File: src/rtl/dwc_window_gen.sv
// 3x3 valid-mode sliding-window generator for one channel of a raster pixel stream.
// Two line buffers hold rows r-1 and r-2. Each window is emitted one cycle after its bottom-right pixel.
module dwc_window_gen #(
  parameter int DWIDTH = 8,
  parameter int K_SIZE = 3,
  parameter int IMG_W  = 28,
  parameter int IMG_H  = 28
) (
  input  logic                            clk,
  input  logic                            reset,
  input  logic [DWIDTH-1:0]               Pixel_In,
  input  logic                            Pixel_In_Valid,
  input  logic                            Frame_Clear,
  output logic [DWIDTH*K_SIZE*K_SIZE-1:0] Window_Out,
  output logic                            Window_Out_Valid,
  output logic                            Frame_Done
);

  localparam int CW   = $clog2(IMG_W);
  localparam int RW   = $clog2(IMG_H);
  localparam int NPIX = K_SIZE * K_SIZE;

  if (K_SIZE != 3) begin : g_ksize_check
    $error("dwc_window_gen: only K_SIZE = 3 is supported");
  end
  if (IMG_W < 3 || IMG_H < 3) begin : g_dim_check
    $error("dwc_window_gen: IMG_W and IMG_H must be at least 3");
  end

  logic [CW-1:0]          col_q, col_d, col_s;
  logic [RW-1:0]          row_q, row_d, row_s;
  logic [DWIDTH-1:0]      lb0_q [IMG_W];
  logic [DWIDTH-1:0]      lb1_q [IMG_W];
  logic [DWIDTH-1:0]      win_q [NPIX];
  logic [DWIDTH-1:0]      win_d [NPIX];
  logic [DWIDTH-1:0]      top_s, mid_s;
  logic [DWIDTH*NPIX-1:0] win_flat_s, wout_q, wout_d;
  logic                   wvalid_q, wvalid_d, done_q, done_d;
  logic                   emit_s, last_s;

  // Effective position of the incoming pixel: a clear takes effect before the pixel lands.
  always_comb begin
    col_s = col_q;
    row_s = row_q;
    if (Frame_Clear) begin
      col_s = {CW{1'b0}};
      row_s = {RW{1'b0}};
    end else begin
      col_s = col_q;
      row_s = row_q;
    end
    top_s  = lb1_q[col_s];
    mid_s  = lb0_q[col_s];
    emit_s = Pixel_In_Valid && (row_s >= RW'(2)) && (col_s >= CW'(2));
    last_s = (row_s == RW'(IMG_H - 1)) && (col_s == CW'(IMG_W - 1));
  end

  // Raster counters advance only on accepted pixels and wrap at end of frame.
  always_comb begin
    col_d = col_s;
    row_d = row_s;
    if (Pixel_In_Valid) begin
      if (col_s == CW'(IMG_W - 1)) begin
        col_d = {CW{1'b0}};
        if (row_s == RW'(IMG_H - 1)) begin
          row_d = {RW{1'b0}};
        end else begin
          row_d = row_s + RW'(1);
        end
      end else begin
        col_d = col_s + CW'(1);
      end
    end else begin
      col_d = col_s;
      row_d = row_s;
    end
  end

  // Window shifts left one column and loads {row r-2, row r-1, row r} on the right.
  always_comb begin
    for (int k = 0; k < NPIX; k++) begin
      win_d[k] = win_q[k];
    end
    if (Pixel_In_Valid) begin
      for (int r = 0; r < 3; r++) begin
        win_d[3*r]     = win_q[3*r + 1];
        win_d[3*r + 1] = win_q[3*r + 2];
      end
      win_d[2] = top_s;
      win_d[5] = mid_s;
      win_d[8] = Pixel_In;
    end else begin
      for (int k = 0; k < NPIX; k++) begin
        win_d[k] = win_q[k];
      end
    end
  end

  // Pack pixel 0 into the MSB slice; the output word only changes when a window is emitted.
  always_comb begin
    win_flat_s = {(DWIDTH*NPIX){1'b0}};
    for (int k = 0; k < NPIX; k++) begin
      win_flat_s[(NPIX-k)*DWIDTH-1 -: DWIDTH] = win_d[k];
    end
    wvalid_d = emit_s;
    done_d   = emit_s && last_s;
    if (emit_s) begin
      wout_d = win_flat_s;
    end else begin
      wout_d = wout_q;
    end
  end

  // Line buffers carry no reset so they can map onto RAM.
  always_ff @(posedge clk) begin
    if (Pixel_In_Valid) begin
      lb1_q[col_s] <= lb0_q[col_s];
      lb0_q[col_s] <= Pixel_In;
    end
  end

  // Counters, window shift register and registered outputs.
  always_ff @(posedge clk or posedge reset) begin
    if (reset) begin
      col_q    <= {CW{1'b0}};
      row_q    <= {RW{1'b0}};
      wout_q   <= {(DWIDTH*NPIX){1'b0}};
      wvalid_q <= 1'b0;
      done_q   <= 1'b0;
      for (int k = 0; k < NPIX; k++) begin
        win_q[k] <= {DWIDTH{1'b0}};
      end
    end else begin
      col_q    <= col_d;
      row_q    <= row_d;
      wout_q   <= wout_d;
      wvalid_q <= wvalid_d;
      done_q   <= done_d;
      for (int k = 0; k < NPIX; k++) begin
        win_q[k] <= win_d[k];
      end
    end
  end

  assign Window_Out       = wout_q;
  assign Window_Out_Valid = wvalid_q;
  assign Frame_Done       = done_q;

endmodule

File: config.mk
export PLATFORM = sky130hd
export DESIGN_NAME = dwc_window_gen
export DESIGN_NICKNAME = d
export VERILOG_FILES = /design/src/rtl/dwc_window_gen.sv
export SDC_FILE = /design/constraint.sdc
export NUM_CORES = 1
export LEC_CHECK = 0
export CELL_PAD_IN_SITES_DETAIL_PLACEMENT = 1
export CELL_PAD_IN_SITES_GLOBAL_PLACEMENT = 1
export CORE_ASPECT_RATIO = 0.7
export CORE_MARGIN = 4
export CORE_UTILIZATION = 33
export CTS_CLUSTER_DIAMETER = 60
export DETAILED_ROUTE_END_ITERATION = 16
export PLACE_DENSITY_LB_ADDON = 0.1
export SYNTH_ARGS = -nofsm -noshare
export SYNTH_HDL_FRONTEND = slang
export SYNTH_SLANG_ARGS = --single-unit
File: constraint.sdc
create_clock -name clk -period 13.1 [get_ports clk]
set_clock_uncertainty 0.15 [all_clocks]
set_input_delay 2.62 -clock clk [delete_from_list [all_inputs] [get_ports clk]]
set_output_delay 2.62 -clock clk [all_outputs]
set_load 0.005 [all_outputs]
==> results.rst <==
.. list-table::
   :header-rows: 1

   * - Metric
     - Value
   * - Outcome
     - finished clean
   * - Cell leakage power
     - 9.549 nW
   * - Number of gates on the worst path with buffers counted
     - 8
   * - Origin of the worst setup path
     - Frame_Clear
   * - CP top delay family
     - compound AO/OA/AOI/OAI gates
   * - Number of clock sinks seen by CTS
     - between 600 and 700
   * - Tcrit/Tclk final
     - 0.4445
   * - Startpoint Class
     - input pin
   * - Sum of buffers and inverters on the critical path
     - 3
   * - Total inserted antenna cells
     - 0
   * - Endpoint of the most critical register-to-register path
     - lb1_q[18][1]$_DFFE_PP_
   * - Net Count, Synth
     - 1423
   * - Longest Clk Path Bufs
     - 3
   * - Minimum clock period
     - 5824 ps
   * - Netlist area before placement
     - between 20000 and 25000 µm²
   * - Syn avg cell area
     - 16.87 µm²
   * - Count of buffers added by post-CTS timing repair for setup
     - 0
   * - Share of Yosys cell area claimed by the top area cell type
     - 0.5656
   * - Worst hold-check slack
     - between 300 and 400 ps
   * - Library cell contributing the largest single delay on the critical path
     - sky130_fd_sc_hd__nand2_1
   * - Clock-pin transition on the worst setup and hold timing paths
     - 60 ps
   * - Routed wire per std cell
     - approximately 26 µm
   * - Class of the worst hold path
     - flop to flop
   * - Worst Hold Depth
     - 1
   * - Input/output buffers
     - 85
   * - Largest fanout of any net on the critical path
     - 48
   * - Last weighted congestion value of the routability-driven placer
     - 0.8306
   * - Unrepaired setup endpoints after global routing
     - no
   * - Pwr dens
     - 154.1 nW/µm²
   * - Area growth from synthesis to layout
     - 16.00%
   * - Worst ir drop on vdd
     - approximately 80 µV
   * - Sequential-to-total area share from yosys stat
     - 0.7297
   * - H-tree levels
     - 2
   * - Standard-cell rows
     - between 80 and 90
   * - Die Footprint
     - 76510 µm²
   * - HPWL after detailed placement
     - 40850 µm
   * - Seq cells post-synth
     - 604
   * - Overall die height
     - 232.6 µm
   * - Signal arrival time at the worst endpoint
     - 5740 ps
   * - Vias in the first global route
     - 13840
   * - Remaining routing DRC violations
     - 0
   * - Core Region
     - 71510 µm²
   * - Antenna violations before repair
     - 0
   * - Count of flip-flops with a built-in enable after synthesis
     - between 400 and 500
   * - Starting DRC count in detailed routing
     - 1029
   * - Via count
     - 13100
   * - Share of post-route cells with drive strength above 1
     - 0.2073
   * - Filler cell count
     - 7160
   * - FF-to-FF setup slack
     - 8580 ps
   * - Count of TritonRoute iterations in the first routing pass
     - 5
   * - Die Span X
     - 328.9 µm
   * - Number of distinct library cells after synthesis
     - 73
   * - Crit Reg-Reg Startpoint
     - col_q[0]$_DFF_PP0_
   * - Worst max-slew margin expressed relative to the limit
     - 0.1528
   * - Root buffer selected by CTS
     - sky130_fd_sc_hd__clkbuf_16
   * - Crit path largest cell delay
     - 870 ps
   * - Number of gates resized after cts
     - 0
   * - Detailed Route WL
     - 65670 µm
   * - TritonCTS clock tree
     - done
   * - Count of final max-slew check failures
     - 0
   * - Cell depth of the worst flop-to-flop path
     - 7
   * - CTS buffer count
     - 59
   * - Smallest setup slack after layout
     - 7276 ps
   * - Overflow left after global routing
     - 0
   * - Critical path, cell by cell
     - buf_4 -> buf_4 -> o21bai_4 -> buf_4 -> a222oi_1 -> nor2_1 -> a31oi_1 -> nand2_1
   * - Highest Clock Rate
     - 171.7 MHz
   * - Count of synthesis-stage warnings from yosys
     - 0
   * - Post-placement cell count
     - 2416
   * - Final setup violation count
     - 0
   * - Cells taking the most area after synthesis
     - sky130_fd_sc_hd__edfxtp_1 57%, sky130_fd_sc_hd__dfrtp_1 16%, sky130_fd_sc_hd__mux2_2 6.6%
   * - Hold-fix buffers at CTS
     - 0
   * - Global-route total usage across every layer
     - 0.1724
   * - Worst hold path startpoint
     - win_q[43]$_DFF_PP0_
   * - Vias per Instance
     - around 5.2
   * - Maximum number of pins on one net before global-route repair
     - 80
   * - Count of nets after finishing
     - 1524
   * - Number of hold-slack violations in the final timing report
     - 0
   * - Critical path capture point type
     - flop
   * - Number of max-cap violations
     - 0
   * - Place WS
     - 6638 ps
   * - Leading post-synthesis cells by instance count
     - 448 x sky130_fd_sc_hd__edfxtp_1, 156 x sky130_fd_sc_hd__dfrtp_1, 140 x sky130_fd_sc_hd__mux2_2
   * - Number of cells in the finished layout apart from fillers
     - 2524
   * - Skew-Pair Late Insertion Delay
     - 640 ps
   * - Worst path required time
     - 13010 ps
   * - Actual slew at the worst max-slew pin
     - 1268 ps
   * - Worst min-delay path endpoint
     - win_q[43]$_DFF_PP0_
   * - Area leader, netlist
     - sky130_fd_sc_hd__edfxtp_1
   * - Antenna violation net count after detailed routing
     - 0
   * - Global-route wire length before repair
     - 96990 µm
   * - Initial Util
     - 0.3326
   * - Mapped Cells
     - 1410
   * - Most frequent cell after synthesis
     - sky130_fd_sc_hd__edfxtp_1
   * - Dominant register cell in the synthesized netlist
     - sky130_fd_sc_hd__edfxtp_1
   * - Boundary pin count
     - 86
   * - Fraction of registers with async set/reset
     - 0.2583
   * - Startpoint-to-endpoint class of the critical path
     - input pin to flop
   * - Most frequent cell on the critical path
     - sky130_fd_sc_hd__buf_4
   * - Final-layout setup total negative slack
     - 0 ps
[worst register-to-register path, delay by kind of cell, from the launching register on]
family / cells / cell delay (ps)
compound gates: 3 / 980
buf+inv: 2 / 930
flops: 1 / 920
simple gates: 2 / 950
[metrics by stage]
step | total power, mW | cell area (µm²) | utilization
after detailed placement | 2.628 | 25700 | 0.3594
after global routing | 4.438 | 27590 | 0.3859
after CTS | 4.315 | 27590 | 0.3859
final | 4.253 | 27590 | 0.3859
after floorplan | 2.480 | 23790 | -
after global placement | 2.620 | 25700 | 0.3594
[registers in the layout, summed over array words and instances, names as in the netlist]
name              flops
Frame_Done            1
win_q                72
Window_Out           72
lb1_q               224
Window_Out_Valid      1
col_q                 5
lb0_q               224
row_q                 5
[where the power goes]
part | switching, mW | total [mW] | internal, mW
Clock | 0.724 | 1.67 | 0.949
Combinational | 0.253 | 0.385 | 0.132
Sequential | 0.0421 | 2.19 | 2.15
[logic make-up (layout without fill, tap and decap cells)]
family                     after synthesis  count (layout)  synth area share
buffers and inverters                  102             250           0.02504
DFF                                    604             604            0.7297
adders and majority gates                1               1         0.0005259
AOI/OAI and AO/OA                      260             260           0.08253
xor gates and xnor gates                 3               3          0.001105
and+or+nand+nor                        208             208           0.04929
muxes                                  232             232            0.1118
[per-layer routing]
layer  wire (µm)  track usage  up-vias
li1            -            -     5776
met1       31790       0.2580     6933
met2       29010       0.2566      302
met3        3485      0.03373       84
met4        1383      0.04464        0
met5           0            0        -
[final cells by class]
type                            instances  area [µm²]  share of cell area
Clock buffer                           86        1727             0.06258
Timing Repair Buffer                  137        1236             0.04480
Multi-Input combinational cell        704        5867              0.2126
Inverter                                5       23.77           0.0008616
Tap cell                              966        1209             0.04380
Sequential cell                       604       17360              0.6293
Clock inverter                         22       166.4            0.006031
[worst max path at each step]
stage          slack [ps]                     end
2_1_floorplan        6120    Frame_Done$_DFF_PP0_
3_3_place_gp         6840   lb1_q[2][1]$_DFFE_PP_
3_5_place_dp         6640   lb1_q[2][1]$_DFFE_PP_
4_1_cts              7330  lb1_q[18][1]$_DFFE_PP_
5_1_grt              7010  lb1_q[18][1]$_DFFE_PP_
6_report             7280  lb1_q[18][1]$_DFFE_PP_
[cell usage in the layout, fill, tap and decap left out, drive strengths merged, types with 37 or more instances in the layout]
cell | netlist | routed
a21oi | 55 | 55
dfrtp | 156 | 156
nor2 | 70 | 70
nand2 | 37 | 37
edfxtp | 448 | 448
clkdlybuf4s50 | 0 | 83
clkbuf | 20 | 86
buf | 77 | 54
mux2 | 140 | 140
mux2i | 79 | 79
Power figures use the tool's default switching activity.
